<file path="config.mk">
export PLATFORM = sky130hd
export DESIGN_NAME = alu_share_arbiter
export DESIGN_NICKNAME = d
export VERILOG_FILES = /design/src/rtl/alu_share_arbiter.sv
export SDC_FILE = /design/constraint.sdc
export NUM_CORES = 1
export LEC_CHECK = 0
export CAP_MARGIN = 15
export CORE_AREA = 2 2 121 123
export CTS_BUF_LIST = sky130_fd_sc_hd__clkbuf_8
export CTS_CLUSTER_DIAMETER = 50
export CTS_CLUSTER_SIZE = 8
export DETAILED_ROUTE_END_ITERATION = 8
export DIE_AREA = 0 0 123 125
export PLACE_DENSITY = 0.9
export SLEW_MARGIN = 20
export SYNTH_ARGS = -nofsm -noshare
export SYNTH_HDL_FRONTEND = slang
export SYNTH_SLANG_ARGS = --single-unit
</file>
<file path="constraint.sdc">
create_clock -name clk -period 1.9 [get_ports clk]
set_clock_uncertainty 0.05 [all_clocks]
set_input_delay 0.38 -clock clk [delete_from_list [all_inputs] [get_ports clk]]
set_output_delay 0.38 -clock clk [all_outputs]
set_load 0.02 [all_outputs]
</file>
<file path="src/rtl/alu_share_arbiter.sv">
// Round-robin arbiter sharing one combinational ALU between two requesters.
// One operation in flight; operands and results are registered around the ALU.
//
// state | meaning
// IDLE  | waiting for a request, grant combinational from valids
// EXEC  | operands on the ALU, result captured at the end of this cycle
// RESP  | response valid to owner, held until owner's ready
module alu_share_arbiter #(
    parameter int WIDTH    = 32,
    parameter int CTRL_W   = 4,
    parameter int MAX_CTRL = 11
) (
    input  logic              clk,
    input  logic              rst_n,
    input  logic              i_req0_valid,
    output logic              o_req0_ready,
    input  logic [WIDTH-1:0]  i_req0_a,
    input  logic [WIDTH-1:0]  i_req0_b,
    input  logic [CTRL_W-1:0] i_req0_ctrl,
    input  logic              i_req1_valid,
    output logic              o_req1_ready,
    input  logic [WIDTH-1:0]  i_req1_a,
    input  logic [WIDTH-1:0]  i_req1_b,
    input  logic [CTRL_W-1:0] i_req1_ctrl,
    output logic              o_rsp0_valid,
    input  logic              i_rsp0_ready,
    output logic [WIDTH-1:0]  o_rsp0_result,
    output logic              o_rsp0_of,
    output logic              o_rsp0_err,
    output logic              o_rsp1_valid,
    input  logic              i_rsp1_ready,
    output logic [WIDTH-1:0]  o_rsp1_result,
    output logic              o_rsp1_of,
    output logic              o_rsp1_err,
    output logic [WIDTH-1:0]  o_alu_a,
    output logic [WIDTH-1:0]  o_alu_b,
    output logic [CTRL_W-1:0] o_alu_ctrl,
    input  logic [WIDTH-1:0]  i_alu_result,
    input  logic              i_alu_of,
    output logic              o_busy
);

    typedef enum logic [1:0] {IDLE, EXEC, RESP} state_t;

    localparam logic [CTRL_W-1:0] MAX_CODE = CTRL_W'(MAX_CTRL);

    state_t             state;
    logic               last;
    logic               owner;
    logic [WIDTH-1:0]   a_q;
    logic [WIDTH-1:0]   b_q;
    logic [CTRL_W-1:0]  ctrl_q;
    logic [WIDTH-1:0]   res_q;
    logic               of_q;
    logic               err_q;
    logic               rsp0_v;
    logic               rsp1_v;
    logic               grant0;
    logic               grant1;
    logic               op_err;
    logic               owner_ready;

    // On contention the requester that did not win last time is granted.
    always_comb begin
        grant0 = 1'b0;
        grant1 = 1'b0;
        if (state == IDLE) begin
            if (i_req0_valid && i_req1_valid) begin
                grant0 = last;
                grant1 = !last;
            end else begin
                grant0 = i_req0_valid;
                grant1 = i_req1_valid;
            end
        end
    end

    assign op_err      = (ctrl_q > MAX_CODE);
    assign owner_ready = owner ? i_rsp1_ready : i_rsp0_ready;

    always_ff @(posedge clk or negedge rst_n) begin
        if (!rst_n) begin
            state  <= IDLE;
            last   <= 1'b1;
            owner  <= 1'b0;
            a_q    <= '0;
            b_q    <= '0;
            ctrl_q <= '0;
            res_q  <= '0;
            of_q   <= 1'b0;
            err_q  <= 1'b0;
            rsp0_v <= 1'b0;
            rsp1_v <= 1'b0;
        end else begin
            case (state)
                IDLE: begin
                    if (grant0 || grant1) begin
                        a_q    <= grant1 ? i_req1_a    : i_req0_a;
                        b_q    <= grant1 ? i_req1_b    : i_req0_b;
                        ctrl_q <= grant1 ? i_req1_ctrl : i_req0_ctrl;
                        owner  <= grant1;
                        last   <= grant1;
                        state  <= EXEC;
                    end
                end
                EXEC: begin
                    res_q  <= op_err ? '0 : i_alu_result;
                    of_q   <= op_err ? 1'b0 : i_alu_of;
                    err_q  <= op_err;
                    rsp0_v <= !owner;
                    rsp1_v <= owner;
                    state  <= RESP;
                end
                RESP: begin
                    if (owner_ready) begin
                        rsp0_v <= 1'b0;
                        rsp1_v <= 1'b0;
                        state  <= IDLE;
                    end
                end
                default: state <= IDLE;
            endcase
        end
    end

    assign o_req0_ready  = grant0;
    assign o_req1_ready  = grant1;
    assign o_rsp0_valid  = rsp0_v;
    assign o_rsp1_valid  = rsp1_v;
    assign o_rsp0_result = res_q;
    assign o_rsp1_result = res_q;
    assign o_rsp0_of     = of_q;
    assign o_rsp1_of     = of_q;
    assign o_rsp0_err    = err_q;
    assign o_rsp1_err    = err_q;
    assign o_alu_a       = a_q;
    assign o_alu_b       = b_q;
    assign o_alu_ctrl    = ctrl_q;
    assign o_busy        = (state != IDLE);

endmodule

</file>
==> impl_metrics.tcl <==
set metrics [dict create \
    final-hold-violation-count 0 \
    synth-seq-cells 108 \
    cts_buffers 9 \
    finalCoreUtilization 0.615 \
    dieHeight_um 125 \
    clock_sinks 108 \
    final_common_cell "clkdlybuf4s50_1" \
    p_leak_nw 3.82 \
    slew_headroom 0.490 \
    vias_per_cell 5.52 \
    grt_antenna_before_repair 0 \
    drc 0 \
    vias 5451 \
    period_minus_slack_ps 1840 \
    syn_nets 713 \
    first_pass_iters 6 \
    tightest_slew_ps 765 \
    yosys_warnings 0 \
    netlist_instances 538 \
    fp.dieW_um 123 \
    critPathTopFamily "buffers and inverters" \
    finalWirelength_um 18700 \
    critical_path.max_stage_delay_ps 630 \
    end_kind "output pin" \
    cts_root_buf "clkbuf_8" \
    core-area_um2 14200 \
    worstHoldPathType "in -> async" \
    status "completed" \
    dieArea_um2 15400 \
    grt_pass1_vias 5445 \
    final_cell_mix "287 x clkdlybuf4s50_1, 106 x dfrtp_1, 71 x inv_1, 70 x o21ai_0" \
    syn_avg_cell_area_um2 10.1 \
    synth_cell_types 27 \
    yosysSeqAreaShare 0.499 \
    dpl.hpwl_um 13200 \
    syn_area_um2 5420 \
    cp.required_ps 1470 \
    whs_ps 399 \
    critPathMaxFanout 2 \
    criticalPathCategory "reg -> out" \
    drt_iter0_markers 291 \
    timing.final.max_slew_violations 0 \
    cts_max_level 3 \
    path_cells "clkdlybuf4s50_1" \
    worst_ep_arrival_time_ps 1410 \
    clock.fmax_ghz 0.542 \
    wire_per_inst_um 18.9 \
    slowest_stage "clkdlybuf4s50_1" \
    dominantRegCellSynth "dfrtp_1" \
    start_util 0.382 \
    grt_max_degree 69 \
    final_antenna_net_count 0 \
    synth_edf_count 0 \
    gp_congestion 0.805 \
    areaGrowthSynthToFinish_pct 61.1 \
    drive_gt1_frac 0.0697 \
    max-cap-violations 0 \
    fin_tns_setup_ps 0 \
    cts_buffer_depth 2 \
    setup_viol 0 \
    ir_drop_mv 0.918 \
    port_buffers 315 \
    insertion_delay_ps 370 \
    post-route-period-util 0.970 \
    ios 316 \
    async_flop_share 1.00 \
    grt-ovfl-total 0 \
    num_antenna_cells 0 \
    rows 44 \
    grt_usage 0.238 \
    worst_setup_path_start_kind "register" \
    nets 973 \
    grt_pass1_wl_um 28800 \
    cts_tree "built" \
    clk_pin_slew_worst_paths_ps 110 \
    p_per_area_nw_per_um2 1590 \
    crit_buf_inv 1 \
]
==> per-layer routing <==
layer  wire length (µm)  vias to the layer above  track usage  part of all wire
met5                  0                        -            0                 0
met4                429                        0       0.0742             0.023
met3               1800                       28       0.0835             0.096
met2               9420                      293        0.404              0.50
met1               7060                     2641        0.280              0.38
li1                   -                     2489            -                 -
==> worst paths after layout <==
check,start,cells after the start,to,slack [ps]
max,o_alu_a[30],1,o_alu_a[30],60
min in group clk,i_req0_valid,4,o_alu_b[16],450
min reg2reg,o_rsp0_result[0],1,o_rsp0_result[0],490
max in group asynchronous,rst_n,3,o_rsp0_result[20],810
max reg2reg,last,4,o_alu_a[2],140
min,rst_n,2,o_alu_b[4],400
==> area by class of cell <==
type,count,area (µm²)
Multi-Input combinational cell,263,1920
Tap cell,184,230
Inverter,73,274
Timing Repair Buffer,343,3430
Clock inverter,7,57.6
Fill cell,1150,5460
Sequential cell,108,2710
Clock buffer,9,124
==> where the power goes <==
group,switching [mW],internal [mW]
Combinational,4.56,3.83
Sequential,0.709,3.42
Clock,0.865,0.500
Total,6.14,7.75
==> flip-flops by register name, indices dropped and copies added, names as in the netlist <==
register	flops
o_alu_b	32
o_rsp0_err	1
o_rsp0_valid	1
o_rsp0_of	1
owner	1
o_alu_a	32
last	1
o_rsp1_valid	1
o_alu_ctrl	4
state	2
o_rsp0_result	32
==> cell families (layout without fill, tap and decap cells) <==
family                 count (synthesis)  count (layout)  share of synthesized area
buffers and inverters                167             432                      0.149
AND/OR/NAND/NOR                       15              15                     0.0196
flip-flops                           108             108                      0.499
AO/OA/AOI/OAI                        248             248                      0.333
==> synthesized netlist by cell type (2+ instances only) <==
cell type  instances  area [µm²]
a21o_1             2        15.0
a21oi_1            2        10.0
a22o_1            33         289
buf_1              4        15.0
buf_2             13        65.1
buf_4             40         300
buf_6              2        22.5
clkbuf_1          35         131
dfrtp_1          107        2680
inv_1             72         270
nand2_1            4        15.0
nand2b_1           2        12.5
nand3b_1           2        15.0
nor2_1             3        11.3
o2111ai_1         68         596
o211ai_1          68         510
o21ai_0           70         350
o21ai_1            2        10.0
==> what timing repair did <==
| action | in CTS | in global routing |
|---|---|---|
| endpoints found under the setup margin | 8 | 20 |
| hold buffers | 1 | 0 |
| hold endpoints to repair | 22 | 0 |
| resized for setup | 17 | 19 |
| buffers inserted | 0 | 1 |
==> metrics by stage <==
stage                     instances  power (mW)  setup slack (ps)  cell area, µm²
after floorplan                 538        8.93               162            5420
after global placement          969        12.5              -330            8520
after detailed placement        969        12.7              -337            8520
after CTS                       986        14.0             0.859            8690
after global routing            987        14.7            -0.547            8740
final                           987        13.9              56.6            8740
Note: power is estimated with default switching activity, not from simulation.
